<file path="src/rtl/scale_frame_sequencer_pkg.sv">
// Shared types and helpers for the BRAM-fed scaling frame sequencer:
// FSM states, conversion type codes and the per-type output pixel budget.
package scale_seq_pkg;

  typedef enum logic [1:0] {IDLE, LOAD, RUN, GAP} seq_state_e;

  localparam int PIX_W = 20;

  localparam logic [2:0] CT_BYPASS = 3'd0;
  localparam logic [2:0] CT_DOWN2  = 3'd1;
  localparam logic [2:0] CT_DOWN4  = 3'd2;
  localparam logic [2:0] CT_UP2    = 3'd3;

  // Output pixels the scaler emits for one source frame of n words.
  function automatic logic [PIX_W-1:0] expected_pixels(input logic [2:0] ctype,
                                                       input int unsigned n);
    logic [PIX_W-1:0] e;
    case (ctype)
      CT_DOWN2: e = PIX_W'(n / 4);
      CT_DOWN4: e = PIX_W'(n / 16);
      CT_UP2:   e = PIX_W'(n * 4);
      default:  e = PIX_W'(n);
    endcase
    return e;
  endfunction

  function automatic logic type_valid(input logic [2:0] ctype);
    return (ctype <= CT_UP2);
  endfunction

endpackage

</file>
<file path="src/rtl/scale_frame_sequencer_if.sv">
// Control, scaler and BRAM-side signals of the frame sequencer; the slave
// modport is the sequencer, the master modport is whoever drives it.
interface scale_frame_sequencer_if #(
  parameter int ADDR_W = 16
) ();
  import scale_seq_pkg::*;

  logic              start;
  logic              continuous;
  logic              abort;
  logic [2:0]        convert_type_in;
  logic              scl_write_en;
  logic              scl_stop;
  logic              scl_clr_n;
  logic [2:0]        convert_type;
  logic [ADDR_W-1:0] bram_addr;
  logic              bram_en;
  logic              frame_start;
  logic              frame_done;
  logic              busy;
  logic [PIX_W-1:0]  pix_count;
  logic              err_stall;
  logic              err_cfg;

  modport master (
    output start, continuous, abort, convert_type_in, scl_write_en, scl_stop,
    input  scl_clr_n, convert_type, bram_addr, bram_en, frame_start,
           frame_done, busy, pix_count, err_stall, err_cfg
  );

  modport slave (
    input  start, continuous, abort, convert_type_in, scl_write_en, scl_stop,
    output scl_clr_n, convert_type, bram_addr, bram_en, frame_start,
           frame_done, busy, pix_count, err_stall, err_cfg
  );

endinterface

</file>
<file path="src/rtl/scale_frame_sequencer_cycle_timer.sv">
// Loadable down-counter; expire_o marks the enabled cycle that consumes
// the last count, so a load of N expires on the Nth enabled cycle.
module cycle_timer #(
  parameter int W = 16
) (
  input  logic         clk,
  input  logic         rst_n,
  input  logic         load_i,
  input  logic [W-1:0] load_val_i,
  input  logic         en_i,
  output logic         expire_o
);

  logic [W-1:0] count_q;

  always_ff @(posedge clk or negedge rst_n) begin
    if (!rst_n) begin
      count_q <= '0;
    end else if (load_i) begin
      count_q <= load_val_i;
    end else if (en_i && count_q != '0) begin
      count_q <= count_q - W'(1);
    end
  end

  assign expire_o = en_i && !load_i && (count_q == W'(1));

endmodule

</file>
<file path="src/rtl/scale_frame_sequencer.sv">
// Frame sequencer for the BRAM -> scaler -> LCD path: one frame per start,
// with stall-aware address generation, output counting and a blanking gap.
module scale_frame_sequencer
  import scale_seq_pkg::*;
#(
  parameter int ADDR_W        = 16,
  parameter int FRAME_WORDS   = 19200,
  parameter int GAP_CYCLES    = 64,
  parameter int STALL_TIMEOUT = 1024
) (
  input logic                     clk,
  input logic                     rst_n,
  scale_frame_sequencer_if.slave  bus
);

  localparam int STALL_W = $clog2(STALL_TIMEOUT + 1);
  localparam int GAP_W   = $clog2(GAP_CYCLES + 1);
  localparam logic [ADDR_W-1:0] LAST_ADDR = ADDR_W'(FRAME_WORDS - 1);

  seq_state_e        state_q;
  logic              clr_n_q;
  logic [2:0]        ctype_q;
  logic [ADDR_W-1:0] addr_q;
  logic              bram_en_q;
  logic              frame_start_q;
  logic              frame_done_q;
  logic [PIX_W-1:0]  pix_q;
  logic [PIX_W-1:0]  expected_q;
  logic              err_stall_q;
  logic              err_cfg_q;
  logic              pending_q;

  logic stall_load, stall_en, stall_expire;
  logic gap_load, gap_en, gap_expire;
  logic pix_done, launch;

  // Stall timer rearms on every scaler write and whenever we are not in RUN.
  assign stall_load = (state_q != RUN) || bus.scl_write_en;
  assign stall_en   = (state_q == RUN);
  assign gap_load   = (state_q != GAP);
  assign gap_en     = (state_q == GAP);

  cycle_timer #(.W(STALL_W)) u_stall_timer (
    .clk        (clk),
    .rst_n      (rst_n),
    .load_i     (stall_load),
    .load_val_i (STALL_W'(STALL_TIMEOUT)),
    .en_i       (stall_en),
    .expire_o   (stall_expire)
  );

  cycle_timer #(.W(GAP_W)) u_gap_timer (
    .clk        (clk),
    .rst_n      (rst_n),
    .load_i     (gap_load),
    .load_val_i (GAP_W'(GAP_CYCLES)),
    .en_i       (gap_en),
    .expire_o   (gap_expire)
  );

  assign pix_done = bus.scl_write_en && ((pix_q + PIX_W'(1)) == expected_q);
  assign launch   = ((state_q == IDLE) && bus.start) ||
                    ((state_q == GAP) && gap_expire &&
                     (bus.continuous || pending_q || bus.start));

  always_ff @(posedge clk or negedge rst_n) begin
    if (!rst_n) begin
      state_q       <= IDLE;
      clr_n_q       <= 1'b0;
      ctype_q       <= '0;
      addr_q        <= '0;
      bram_en_q     <= 1'b0;
      frame_start_q <= 1'b0;
      frame_done_q  <= 1'b0;
      pix_q         <= '0;
      expected_q    <= '0;
      err_stall_q   <= 1'b0;
      err_cfg_q     <= 1'b0;
      pending_q     <= 1'b0;
    end else begin
      frame_start_q <= 1'b0;
      frame_done_q  <= 1'b0;
      if (bus.abort) begin
        state_q   <= IDLE;
        bram_en_q <= 1'b0;
        clr_n_q   <= 1'b0;
        pending_q <= 1'b0;
      end else begin
        if (bus.start && state_q != IDLE) pending_q <= 1'b1;
        case (state_q)
          IDLE: ;
          LOAD: begin
            ctype_q       <= bus.convert_type_in;
            expected_q    <= expected_pixels(bus.convert_type_in, FRAME_WORDS);
            state_q       <= RUN;
            bram_en_q     <= 1'b1;
            clr_n_q       <= 1'b1;
            frame_start_q <= 1'b1;
          end
          RUN: begin
            if (!bus.scl_stop && addr_q < LAST_ADDR) addr_q <= addr_q + ADDR_W'(1);
            if (bus.scl_write_en) pix_q <= pix_q + PIX_W'(1);
            if (stall_expire) err_stall_q <= 1'b1;
            if (pix_done || stall_expire) begin
              state_q      <= GAP;
              bram_en_q    <= 1'b0;
              clr_n_q      <= 1'b0;
              frame_done_q <= 1'b1;
            end
          end
          GAP: begin
            if (gap_expire) begin
              state_q   <= IDLE;
              pending_q <= 1'b0;
            end
          end
          default: state_q <= IDLE;
        endcase
        // A launch that finds a reserved type is refused and only flags it.
        if (launch) begin
          if (type_valid(bus.convert_type_in)) begin
            state_q     <= LOAD;
            addr_q      <= '0;
            pix_q       <= '0;
            clr_n_q     <= 1'b0;
            err_stall_q <= 1'b0;
            err_cfg_q   <= 1'b0;
            pending_q   <= 1'b0;
          end else begin
            err_cfg_q <= 1'b1;
          end
        end
      end
    end
  end

  assign bus.scl_clr_n    = clr_n_q;
  assign bus.convert_type = ctype_q;
  assign bus.bram_addr    = addr_q;
  assign bus.bram_en      = bram_en_q;
  assign bus.frame_start  = frame_start_q;
  assign bus.frame_done   = frame_done_q;
  assign bus.busy         = (state_q != IDLE);
  assign bus.pix_count    = pix_q;
  assign bus.err_stall    = err_stall_q;
  assign bus.err_cfg      = err_cfg_q;

endmodule

</file>
<file path="src/flat_wrapper.sv">
// flat-port wrapper written by rule: the top's interface ports become plain ports
module scale_frame_sequencer_flat import scale_seq_pkg::*;
#(
  parameter int ADDR_W        = 16,
  parameter int FRAME_WORDS   = 19200,
  parameter int GAP_CYCLES    = 64,
  parameter int STALL_TIMEOUT = 1024
)
  (clk, rst_n, bus_start, bus_continuous, bus_abort, bus_convert_type_in, bus_scl_write_en, bus_scl_stop, bus_scl_clr_n, bus_convert_type, bus_bram_addr, bus_bram_en, bus_frame_start, bus_frame_done, bus_busy, bus_pix_count, bus_err_stall, bus_err_cfg);
  scale_frame_sequencer_if #(.ADDR_W(ADDR_W)) bus_i ();
  input logic clk;
  input logic rst_n;
  input wire logic [$bits(bus_i.start)-1:0] bus_start;
  input wire logic [$bits(bus_i.continuous)-1:0] bus_continuous;
  input wire logic [$bits(bus_i.abort)-1:0] bus_abort;
  input wire logic [$bits(bus_i.convert_type_in)-1:0] bus_convert_type_in;
  input wire logic [$bits(bus_i.scl_write_en)-1:0] bus_scl_write_en;
  input wire logic [$bits(bus_i.scl_stop)-1:0] bus_scl_stop;
  output wire logic [$bits(bus_i.scl_clr_n)-1:0] bus_scl_clr_n;
  output wire logic [$bits(bus_i.convert_type)-1:0] bus_convert_type;
  output wire logic [$bits(bus_i.bram_addr)-1:0] bus_bram_addr;
  output wire logic [$bits(bus_i.bram_en)-1:0] bus_bram_en;
  output wire logic [$bits(bus_i.frame_start)-1:0] bus_frame_start;
  output wire logic [$bits(bus_i.frame_done)-1:0] bus_frame_done;
  output wire logic [$bits(bus_i.busy)-1:0] bus_busy;
  output wire logic [$bits(bus_i.pix_count)-1:0] bus_pix_count;
  output wire logic [$bits(bus_i.err_stall)-1:0] bus_err_stall;
  output wire logic [$bits(bus_i.err_cfg)-1:0] bus_err_cfg;
  assign bus_i.start = bus_start;
  assign bus_i.continuous = bus_continuous;
  assign bus_i.abort = bus_abort;
  assign bus_i.convert_type_in = bus_convert_type_in;
  assign bus_i.scl_write_en = bus_scl_write_en;
  assign bus_i.scl_stop = bus_scl_stop;
  assign bus_scl_clr_n = bus_i.scl_clr_n;
  assign bus_convert_type = bus_i.convert_type;
  assign bus_bram_addr = bus_i.bram_addr;
  assign bus_bram_en = bus_i.bram_en;
  assign bus_frame_start = bus_i.frame_start;
  assign bus_frame_done = bus_i.frame_done;
  assign bus_busy = bus_i.busy;
  assign bus_pix_count = bus_i.pix_count;
  assign bus_err_stall = bus_i.err_stall;
  assign bus_err_cfg = bus_i.err_cfg;
  scale_frame_sequencer #(.ADDR_W(ADDR_W), .FRAME_WORDS(FRAME_WORDS), .GAP_CYCLES(GAP_CYCLES), .STALL_TIMEOUT(STALL_TIMEOUT)) u_core (.clk(clk), .rst_n(rst_n), .bus(bus_i));
endmodule
</file>
<file path="config.mk">
export PLATFORM = sky130hd
export DESIGN_NAME = scale_frame_sequencer_flat
export DESIGN_NICKNAME = d
export VERILOG_FILES = /design/src/rtl/scale_frame_sequencer_pkg.sv /design/src/rtl/scale_frame_sequencer_if.sv /design/src/rtl/scale_frame_sequencer_cycle_timer.sv /design/src/rtl/scale_frame_sequencer.sv /design/src/flat_wrapper.sv
export SDC_FILE = /design/constraint.sdc
export NUM_CORES = 1
export LEC_CHECK = 0
export BUFFER_PORTS_ARGS = -buffer_cell sky130_fd_sc_hd__buf_2
export CAP_MARGIN = 20
export CELL_PAD_IN_SITES_DETAIL_PLACEMENT = 1
export CELL_PAD_IN_SITES_GLOBAL_PLACEMENT = 1
export CORE_MARGIN = 1
export CORE_UTILIZATION = 30
export DETAILED_ROUTE_END_ITERATION = 7
export GPL_TIMING_DRIVEN = 0
export HOLD_SLACK_MARGIN = 0.08
export PLACE_DENSITY_LB_ADDON = 0.1
export SKIP_CTS_REPAIR_TIMING = 1
export SYNTH_ARGS = -nofsm -noshare
export SYNTH_HDL_FRONTEND = slang
export SYNTH_SLANG_ARGS = --single-unit
</file>
<file path="constraint.sdc">
create_clock -name clk -period 2.34 [get_ports clk]
set_input_delay 0.351 -clock clk [delete_from_list [all_inputs] [get_ports clk]]
set_output_delay 0.351 -clock clk [all_outputs]
set_load 0.02 [all_outputs]
</file>
# Word level (Yosys, flattened, before mapping)
# Cells that the tools add are included.
# totals
elab_cells	106
reg_bits	86
inputBits	10
output_inout_bits	46
# op_classes
n_eq_ne	12
muxes	43
order_cmp	2
add_sub_neg	4
n_bitwise	1
n_reduce_logical	30
# ops
cell	count
$mux W20	4
$mux W16	4
$pmux W17 S3	1
$mux W1	22
$mux W11	2
$add A20 B1 Y20 const B	1
$eq A20 B20 Y1	1
$add A16 B1 Y16 const B	1
$lt A16 B15 Y1 const B	1
$mux W7	2
$logic_and A1 B1 Y1	12
$eq A11 B1 Y1 const B	1
$reduce_bool A11 Y1	1
$sub A11 B1 Y11 const B	1
$mux W2	5
$eq A7 B1 Y1 const B	1
$reduce_bool A7 Y1	1
$sub A7 B1 Y7 const B	1
$eq A3 B2 Y1 const B	2
$pmux W2 S3	1
$reduce_and A2 Y1	3
$reduce_bool A2 Y1	3
$logic_or A1 B1 Y1	5
$eq A2 B2 Y1 const B	2
other kinds (10)	14

# Logic depth before layout (Yosys ltp)
# Gate-level depths: netlist of the first run.
# depth
word_depth	11
ltp_mapped	11
depth_no_buf	9

# Modules after synthesis
# From an unflattened synthesis of the first run, not the netlist that was laid out.
# unflattened
cells_unflattened	511
hier_area_um2	4514.3
# by_module_without_submodules
module	seq_area_each_um2	n_inst	area_each_um2	cells_each
scale_frame_sequencer	1401.3	1	3301.9	369
cycle_timer (u_core.u_stall_timer)	275.3	1	723.2	82
cycle_timer (u_core.u_gap_timer)	175.2	1	489.2	60

# Worst setup path before layout of the first run
# OpenSTA, ideal clock, no wires.
# synth_path
path_type	reg-to-reg
start	register u_core.pix_q[0], in the netlist u_core.bus.pix_count[0]
end	register u_core.clr_n_q, in the netlist u_core.bus.scl_clr_n
period_less_slack_ns	2.394
n_path_buf	1
slack_ns	-0.054
stages_incl_launch_ff	10
t_required_ns	2.220
arrival_time_ns	2.273
setup_ns	0.120
cell_sequence	dfrtp_1 > ha_1 > clkbuf_1 > nand4_1 > nor4_1 > xnor2_1 > o2111ai_1 > nor4_2 > a31oi_2 > a41o_1
# synth_between
elab_chain_cells	9
# synth_rtl
item	line_no	source
from (decl)	scale_frame_sequencer.sv:27	logic [PIX_W-1:0] pix_q;
from (signal assigned)	scale_frame_sequencer.sv:102	if (bus.scl_write_en) pix_q <= pix_q + PIX_W'(1);
$add A20 B1 Y20 *	scale_frame_sequencer.sv:61	assign pix_done = bus.scl_write_en && ((pix_q + PIX_W'(1)) == expected_q);
$eq A20 B20 Y1 *	scale_frame_sequencer.sv:61	
$logic_and A1 B1 Y1 *	scale_frame_sequencer.sv:61	
$logic_or A1 B1 Y1 *	scale_frame_sequencer.sv:104	if (pix_done || stall_expire) begin
$mux W1 *	scale_frame_sequencer.sv:104	
$pmux W1 S2 *	scale_frame_sequencer.sv:90	case (state_q)
$mux W1	scale_frame_sequencer.sv:121	if (type_valid(bus.convert_type_in)) begin
$mux W1 *	scale_frame_sequencer.sv:120	if (launch) begin
$mux W1 *	scale_frame_sequencer.sv:83	if (bus.abort) begin
to (signal assigned)	scale_frame_sequencer.sv:86	clr_n_q <= 1'b0;
to (signal assigned)	scale_frame_sequencer.sv:97	clr_n_q <= 1'b1;
to (signal assigned)	scale_frame_sequencer.sv:125	clr_n_q <= 1'b0;
to (decl)	scale_frame_sequencer.sv:21	logic clr_n_q;
# Mark *: on every way between the ends. The rest lies on a longest branch, timed or not.
# A chain may end at the register's enable or synchronous reset.

# Final worst setup path of the first run
# layout_path
start	register u_core.state_q[0]
end	register u_core.addr_q[12], in the netlist u_core.bus.bram_addr[12]
# layout_between
elab_chain_cells	8
word_cells_on_any_way	14
classes_between	eq/ne: 3; mux: 3; reduce/logical: 8
# layout_rtl
item	line_no	source
from (decl)	scale_frame_sequencer.sv:20	seq_state_e state_q;
from (signal assigned)	scale_frame_sequencer.sv:68	state_q <= IDLE;
from (signal assigned)	scale_frame_sequencer.sv:84	state_q <= IDLE;
from (signal assigned)	scale_frame_sequencer.sv:95	state_q <= RUN;
$ne A2 B2 Y1	scale_frame_sequencer.sv:40	assign gap_load = (state_q != GAP);
$logic_not A1 Y1	scale_frame_sequencer_cycle_timer.sv:26	assign expire_o = en_i && !load_i && (count_q == W'(1));
$logic_and A1 B1 Y1 (2 in a row)	scale_frame_sequencer_cycle_timer.sv:26	
$logic_and A1 B1 Y1 (2 in a row)	scale_frame_sequencer.sv:63	((state_q == GAP) && gap_expire &&
$logic_or A1 B1 Y1	scale_frame_sequencer.sv:62	assign launch = ((state_q == IDLE) && bus.start) ||
$mux W16 *	scale_frame_sequencer.sv:120	
to (signal assigned)	scale_frame_sequencer.sv:101	if (!bus.scl_stop && addr_q < LAST_ADDR) addr_q <= addr_q + ADDR_W'(1);
to (decl)	scale_frame_sequencer.sv:23	logic [ADDR_W-1:0] addr_q;
# Marked as above.

==> results of run 1 <==
[final cells by class]
type,instances,area [um^2]
clock inverters,5,56.3
multi-input cells,351,2470
plain buffers,21,135
flip-flops and latches,74,1860
clock buffers,10,229
inverters,14,52.6
repair buffers,83,513
well taps,180,225
fillers,1602,8350
[critical path, cell delays in order (launching register included)]
cell and delay, ps:
dfrtp_1 430, inv_2 100, ha_4 140, buf_8 120, nand2b_4 60, or3_4 340
o31a_1 280, o31ai_4 80, nand4_1 240, or3_4 430, a21oi_2 130
[layout by cell type (no fill, tap or decap), types with 8 or more instances in the layout]
cell type and n:
dfrtp_1 69, buf_2 58, nand2_1 52, nor2_1 41, buf_4 30, o21ai_0 28, xor2_1 25, a21oi_1 18
xnor2_1 16, inv_1 13, nand4_1 13, clkbuf_16 9, and2_1 8, o31ai_1 8, ha_1 8
[flip-flops by register name, summed over array words and instances (netlist names), 2 cells and up]
| name | flops |
|---|---|
| u_core.bus.bram_addr | 16 |
| u_core.bus.convert_type | 3 |
| u_core.bus.pix_count | 20 |
| u_core.expected_q | 8 |
| u_core.state_q | 2 |
| u_core.u_gap_timer.count_q | 7 |
| u_core.u_stall_timer.count_q | 11 |
[worst paths after layout]
kind                                                        start                                      to  slack, ps  depth (start not counted)
max                                   u_core.state_q[0]$_DFF_PN0_    u_core.bus.bram_addr[12]$_DFFE_PN0N_        -90                         10
min                                        bus_convert_type_in[1]       u_core.expected_q[12]$_DFFE_PN0P_        280                          2
max reg2reg                           u_core.state_q[0]$_DFF_PN0_    u_core.bus.bram_addr[12]$_DFFE_PN0N_        -90                         10
min reg2reg                u_core.bus.convert_type[2]$_DFFE_PN0P_  u_core.bus.convert_type[2]$_DFFE_PN0P_        470                          2
max in group asynchronous                                   rst_n     u_core.bus.pix_count[0]$_DFFE_PN0N_       1190                          3
min in group asynchronous                                   rst_n     u_core.bus.bram_addr[7]$_DFFE_PN0N_        520                          2
[power breakdown]
part           switching, uW  internal, uW  leakage, uW
registers               81.1          1380     0.000991
logic                    365           290      0.00155
clock network            556           818     0.000138
[through the flow]
step / hold slack [ps] / setup TNS (ps)
global placement: 455 / -16870
global route: 281 / -1230
CTS: -11.7 / -7490
finish: 276 / -186
detailed placement: 361 / -6050
floorplan: 55.4 / -7.89
[metal layers]
layer	up-vias	wire length (um)
li1	1828	-
met1	1904	6070
met2	53	5950
met3	12	306
met4	0	177
met5	-	0
[kinds of logic (layout without fill, tap and decap cells)]
logic type	count (synthesis)	after routing	synth area share, %
adders and majority gates	10	10	2.93
and+or+nand+nor	195	195	24.6
buffers and inverters	38	133	3.78
AOI/OAI and AO/OA	98	98	15.2
DFF	74	74	43.4
xor gates and xnor gates	41	41	8.42
muxes	7	7	1.67
==> results_dict.tcl, run 1 <==
set metrics [dict create \
    status "complete, but fails checks" \
    violations "negative setup slack" \
    ys_seq_elements 74 \
    dp_slack_ps -425 \
    die_h_um 121 \
    yosysTopAreaCellShare_pct 43.4 \
    area_delta_synth_final_pct 29.8 \
    overflow 0 \
    drt_iter0_drc 202 \
    synth.top_cells.by_area "dfrtp_1, xor2_1, nand2_1" \
    pin_count 56 \
    cp.required_ps 2610 \
    setup_slack_ps -86.4 \
    power_uw 3490 \
    core_mm2 0.0139 \
    initial_utilization_pct 30.7 \
    ir_drop_mv 0.289 \
    cts-buffers-inserted 9 \
    yosysSeqAreaShare_pct 43.4 \
    syn_area_per_cell_um2 9.21 \
    insertion_delay_ps 340 \
    synthFlopType "dfrtp_1" \
    syn_inst 463 \
    rsz0062_at_grt "true" \
    drt_first_pass_iters 4 \
    port_buffers 53 \
    leakage_uw 0.00268 \
    timing.final.crit_share_pct 104 \
    cts.clk_slew.worst_paths_ps 60 \
    cts-root-buf "clkbuf_16" \
    synthesis.area_mm2 0.00427 \
    gp_congestion 0.812 \
    instances_no_fill 738 \
    drt_drc_violations_left 0 \
    drv_cap 0 \
    cp-end-kind "register" \
    met1_usage_pct 24.9 \
    startpoint_type "register" \
    hold_violations 0 \
    fin_util_pct 39.9 \
    stdcell_area_mm2 0.00554 \
    critical_path_class "register to register" \
    worstMarginPinSlew_ps 663 \
    synth_fp_nets 483 \
    drive_gt1_share_pct 29.0 \
    track_usage_pct 17.7 \
    synthArstFlopShare_pct 100 \
    vias_per_cell 5.14 \
    die_area_mm2 0.0147 \
    cts_tree "built" \
    use_met2_pct 27.6 \
    antenna_cells 0 \
    use_met3_pct 2.68 \
    rows 43 \
    postRouteAntennaNets 0 \
    grt_pass1_vias 3725 \
    synth_top_area_cell "dfrtp_1" \
    synth_edf_count 0 \
    synth_cell_type_count 64 \
    hold_path.class "input port to register" \
    hpwl_um 8920 \
    clock-sinks 74 \
    nets 574 \
    grt_first_pass_wirelength_um 20000 \
    grt_max_degree 42 \
    htree_levels 3 \
    dpl_cell_area_mm2 0.00481 \
    slew_headroom_pct 54.7 \
    drt_wl_total_um 12500 \
    crit_fanout 5 \
    fin_worst_skew_ps 8.90 \
    cp.arrival_ps 2700 \
    num_vias 3797 \
    avgRoutedWirePerCell_um 16.9 \
    placed_cells 698 \
    cts_buffer_depth 2 \
    antenna_found_initial 0 \
    busiest_layer "met2" \
    dieWidth_um 121 \
    report.final.slew_viol_count 0 \
    power.density_mw_per_mm2 630 \
    yosys_warnings 0 \
    yosysMostFrequentCell "dfrtp_1" \
    finalCriticalPeriod_ps 2430 \
    synth_top_cells_by_count "dfrtp_1, nand2_1, nor2_1" \
    max_freq_ghz 0.412 \
    setup_viol 6 \
]
Power figures use the tool's default switching activity.
==> inputs of run 2 (changes only) <==
clock period = 2.71 ns   (was 2.34 ns; I/O delays follow)
==> run 2 against run 1 <==
Net effect:
- the run now ends clean
- combinational power shrank 25%
- clock skew shrank 3.1 ps
- global-route usage shrank 0.15 points
- power shrank 17%
- die area is the same
- count of clock-buffer cells in the layout grew 1
- via count shrank 3.3%
- critical path depth is the same
- setup slack gained 220 ps
- register-to-register slack gained 220 ps
==> results_dict.tcl, run 2 (same netlist as run 1, synthesis figures left out) <==
set metrics [dict create \
    initial_utilization_pct 30.7 \
    met1_usage_pct 23.7 \
    antenna_found_initial 0 \
    insertion_delay_ps 340 \
    drive_gt1_share_pct 20.5 \
    avgRoutedWirePerCell_um 16.7 \
    final_common_cell "dfrtp_1" \
    vias_per_cell 5.13 \
    startpoint_type "register" \
    rsz0062_at_grt "false" \
    cp.required_ps 2970 \
    grt_pass1_vias 3825 \
    cts.clk_slew.worst_paths_ps 60 \
    postRouteAntennaNets 0 \
    rows 43 \
    slew_headroom_pct 51.9 \
    busiest_layer "met2" \
    area_delta_synth_final_pct 20.5 \
    track_usage_pct 17.6 \
    antenna_cells 0 \
    pin_count 56 \
    fin_worst_skew_ps 5.80 \
    instances_no_fill 716 \
    stdcell_area_mm2 0.00514 \
    status "finished clean" \
    ir_drop_mv 0.245 \
    max_freq_ghz 0.388 \
    clock-sinks 74 \
    use_met3_pct 2.73 \
    drt_drc_violations_left 0 \
    finalCriticalPeriod_ps 2580 \
    cts_buffer_depth 2 \
    num_vias 3672 \
    die_area_mm2 0.0147 \
    crit_fanout 9 \
    drt_wl_total_um 12000 \
    drv_cap 0 \
    final_cell_mix "dfrtp_1, buf_2, nand2_1" \
    die_h_um 121 \
    critical_path_class "register to register" \
    gp_congestion 0.808 \
    overflow 0 \
    grt_max_degree 42 \
    drt_iter0_drc 118 \
    worstMarginPinSlew_ps 703 \
    cts-root-buf "clkbuf_16" \
    core_mm2 0.0139 \
    report.final.slew_viol_count 0 \
    hold_violations 0 \
    cts_tree "built" \
    fill_cells 1631 \
    grt_first_pass_wirelength_um 20000 \
    cp.arrival_ps 2830 \
    cp-end-kind "register" \
    setup_viol 0 \
    port_buffers 53 \
    nets 551 \
    largest_reg_flops 20 \
    dieWidth_um 121 \
    use_met2_pct 28.4 \
    hold_path.class "input port to register" \
    leakage_uw 0.00247 \
    drt_first_pass_iters 4 \
    cts-buffers-inserted 9 \
    hpwl_um 8780 \
    power.density_mw_per_mm2 560 \
    placed_cells 698 \
    dpl_cell_area_mm2 0.00479 \
    timing.final.crit_share_pct 95.0 \
    htree_levels 3 \
]
[run 2: cell count changes in the layout (fill, tap and decap cells not counted), sizes merged]
cell and change:
clkbuf +1, clkinvlp +1, bufinv -1, buf -23
[run 2: cell type report]
| class | instances | area [um^2] | area share, % |
|---|---|---|---|
| multi-input combinational | 351 | 2300 | 44.7 |
| clock buffer | 11 | 243 | 4.72 |
| tap | 180 | 225 | 4.38 |
| sequential | 74 | 1860 | 36.1 |
| inverter | 14 | 52.6 | 1.02 |
| clock inverter | 5 | 30.0 | 0.584 |
| timing repair buffer | 57 | 320 | 6.23 |
| buffer | 24 | 115 | 2.24 |
[run 2: stage by stage]
stage / hold slack [ps] / total power, uW / utilization, % / setup TNS [ps] / worst slack [ps]
2_1_floorplan: 111 / 1600 / - / 0 / 316
3_3_place_gp: 455 / 1750 / 34.3 / -5090 / -238
3_5_place_dp: 412 / 1770 / 34.5 / -537 / -197
4_1_cts: 44.6 / 2910 / 36.5 / -685 / -234
5_1_grt: 325 / 3030 / 37.0 / 0 / 1.64
6_report: 324 / 2880 / 37.0 / 0 / 134
[run 2: path summary, 6_finish.rpt]
kind                       cells after the start                                   start  slack [ps]                                           to
setup / recovery                              10             u_core.state_q[0]$_DFF_PN0_         130  u_core.u_stall_timer.count_q[5]$_DFFE_PN0P_
hold / removal                                 2                  bus_convert_type_in[1]         320            u_core.expected_q[12]$_DFFE_PN0P_
setup reg to reg                              10             u_core.state_q[0]$_DFF_PN0_         130  u_core.u_stall_timer.count_q[5]$_DFFE_PN0P_
hold reg to reg                                2  u_core.bus.convert_type[1]$_DFFE_PN0P_         470       u_core.bus.convert_type[1]$_DFFE_PN0P_
max in group asynchronous                      3                                   rst_n        1540          u_core.bus.pix_count[0]$_DFFE_PN0N_
min in group asynchronous                      2                                   rst_n         570          u_core.bus.bram_addr[6]$_DFFE_PN0N_
[run 2: routing by layer]
metal / vias up / wire length, um
met3: 12 / 274
met5: - / 0
met2: 40 / 5490
li1: 1779 / -
met4: 0 / 177
met1: 1841 / 6030
[run 2: power breakdown]
| group | internal [uW] | leakage, uW | switching, uW |
|---|---|---|---|
| clock network | 641 | 0.000131 | 490 |
| registers | 1190 | 0.000995 | 71.1 |
| logic | 200 | 0.00135 | 288 |
[run 2: worst max-delay path: stages, from the launching register on]
cell	delay [ps]
dfrtp_2	410
inv_1	80
ha_1	200
buf_4	190
nand2b_4	90
and4bb_4	210
and3_1	160
buf_2	150
or4b_4	530
or3_1	330
a21oi_1	150
==> inputs of run 3 (changes only) <==
CAP_MARGIN = default   (was 20)
MAX_ROUTING_LAYER = met4   (was default)
==> run 3 against run 2 <==
Net effect:
- design area grew 0.41%
- worst hold slack gained 9.2 ps
- clock skew hardly changed
- wire length is 0.55% higher
- register-to-register slack better by 30 ps
- first-iteration DRC count grew 4.2%
- sequential power about the same
- critical path type unchanged
- via count rose by 0.57%
- setup slack improved by 32 ps
- sequential cell count stayed put
==> results_dict.tcl, run 3 (same netlist as run 1, synthesis figures left out) <==
set metrics [dict create \
    worstReg2RegStart "u_core.state_q[0]$_DFF_PN0_" \
    largest_reg_flops 20 \
    antenna_cells 0 \
    die_h_um 121 \
    htree_levels 3 \
    cp.required_ps 2970 \
    insertion_delay_ps 340 \
    status "finished clean" \
    cts-buffers-inserted 9 \
    clock-sinks 74 \
    num_vias 3693 \
    nets 550 \
    die_area_mm2 0.0147 \
    hold_path.class "input port to register" \
    overflow 0 \
    hold_violations 0 \
    slew_headroom_pct 50.9 \
    holdPathStages 2 \
    cts-root-buf "clkbuf_16" \
    postRouteAntennaNets 0 \
    cts_tree "built" \
    cp.arrival_ps 2800 \
    grt_max_degree 42 \
    startpoint_type "register" \
    dpl_cell_area_mm2 0.00479 \
    rows 43 \
    drt_wl_total_um 12000 \
    setup_viol 0 \
    avgRoutedWirePerCell_um 16.8 \
    antenna_found_initial 0 \
    placed_cells 697 \
    ir_drop_mv 0.295 \
    power.density_mw_per_mm2 577 \
    dieWidth_um 121 \
    cts.clk_slew.worst_paths_ps 60 \
    finalCriticalPeriod_ps 2540 \
    pin_count 56 \
    startpoint "u_core.state_q[0]$_DFF_PN0_" \
    drt_first_pass_iters 4 \
    drt_drc_violations_left 0 \
    cts_buffer_depth 2 \
    port_buffers 53 \
    grt_first_pass_wirelength_um 20300 \
    worst_r2r_path_depth 10 \
    r2r_setup_slack_ps 170 \
    fin_worst_skew_ps 6.26 \
    stdcell_area_mm2 0.00516 \
    grt_pass1_vias 3856 \
    gp_congestion 0.820 \
    hpwl_um 8840 \
    drv_cap 0 \
    instances_no_fill 715 \
    drive_gt1_share_pct 20.6 \
    final_cell_mix "dfrtp_1, buf_2, nand2_1" \
    endpoint "u_core.u_stall_timer.count_q[5]$_DFFE_PN0P_" \
    max_freq_ghz 0.393 \
    report.final.slew_viol_count 0 \
    timing.final.crit_share_pct 93.8 \
    crit_fanout 9 \
    fill_cells 1617 \
    initial_utilization_pct 30.7 \
    drt_iter0_drc 123 \
    cp-end-kind "register" \
    final_common_cell "dfrtp_1" \
    core_mm2 0.0139 \
    track_usage_pct 18.4 \
    vias_per_cell 5.17 \
    leakage_uw 0.00248 \
    critical_path_class "register to register" \
    worstMarginPinSlew_ps 718 \
    area_delta_synth_final_pct 21.0 \
    r2r_end "u_core.u_stall_timer.count_q[5]$_DFFE_PN0P_" \
]
==> run 3: changes by cell type in the layout (fill, tap and decap cells not counted), moves of 2 or more <==
cell	delta
clkinv_2	-2
clkinvlp_4	-2
clkbuf_2	+3
buf_4	-2
buf_1	-2
clkbuf_1	+2
==> run 3: worst min path at each step <==
| stage | startpoint | to |
|---|---|---|
| 6_report | bus_convert_type_in[1] | u_core.expected_q[12]$_DFFE_PN0P_ |
| 5_1_grt | bus_convert_type_in[1] | u_core.expected_q[12]$_DFFE_PN0P_ |
| 4_1_cts | rst_n | u_core.bus.bram_addr[6]$_DFFE_PN0N_ |
| 3_5_place_dp | rst_n | u_core.bus.bram_addr[6]$_DFFE_PN0N_ |
| 3_3_place_gp | u_core.bus.convert_type[2]$_DFFE_PN0P_ | u_core.bus.convert_type[2]$_DFFE_PN0P_ |
| 2_1_floorplan | rst_n | u_core.bus.bram_addr[0]$_DFFE_PN0N_ |
==> run 3: worst max-delay path: stages, from the launching register on <==
cell	delay [ps]
dfrtp_2	400
inv_1	80
ha_1	190
buf_4	180
nand2b_4	90
and4bb_4	210
and3_1	160
buf_2	150
or4b_4	530
or3_1	330
a21oi_1	150
==> run 3: layer usage <==
layer	part of all wire [%]	GRT usage (%)	vias to the layer above
met1	50	24.5	1862
met3	1.8	2.77	13
met5	0	-	-
met4	1.7	6.79	0
met2	47	28.4	37
li1	-	-	1781
==> run 3: area by class of cell <==
type | count | area [um^2] | share of cell area (%)
repair buffers | 56 | 313 | 6.06
inverters | 14 | 52.6 | 1.02
plain buffers | 24 | 115 | 2.23
multi-input cells | 351 | 2300 | 44.6
clock inverters | 2 | 35.0 | 0.679
well taps | 180 | 225 | 4.36
clock buffers | 14 | 264 | 5.12
flip-flops and latches | 74 | 1860 | 36.0
==> run 3: where the power goes <==
| part | leakage [uW] | total (uW) | internal [uW] | switching [uW] |
|---|---|---|---|---|
| clock network | 0.000147 | 1230 | 763 | 463 |
| registers | 0.000995 | 1260 | 1190 | 72.1 |
| logic | 0.00133 | 491 | 199 | 292 |
==> run 3: through the flow <==
| stage | utilization (%) | power (uW) | setup slack (ps) | TNS, ps | hold WS, ps |
|---|---|---|---|---|---|
| 6_report | 37.2 | 2980 | 167 | 0 | 333 |
| 5_1_grt | 37.2 | 3150 | -0.837 | -0.837 | 335 |
| 4_1_cts | 36.6 | 3030 | -332 | -7030 | 45.7 |
| 3_5_place_dp | 34.5 | 1770 | -301 | -6090 | 414 |
| 3_3_place_gp | 34.3 | 1750 | -238 | -5090 | 455 |
| 2_1_floorplan | - | 1600 | 316 | 0 | 111 |
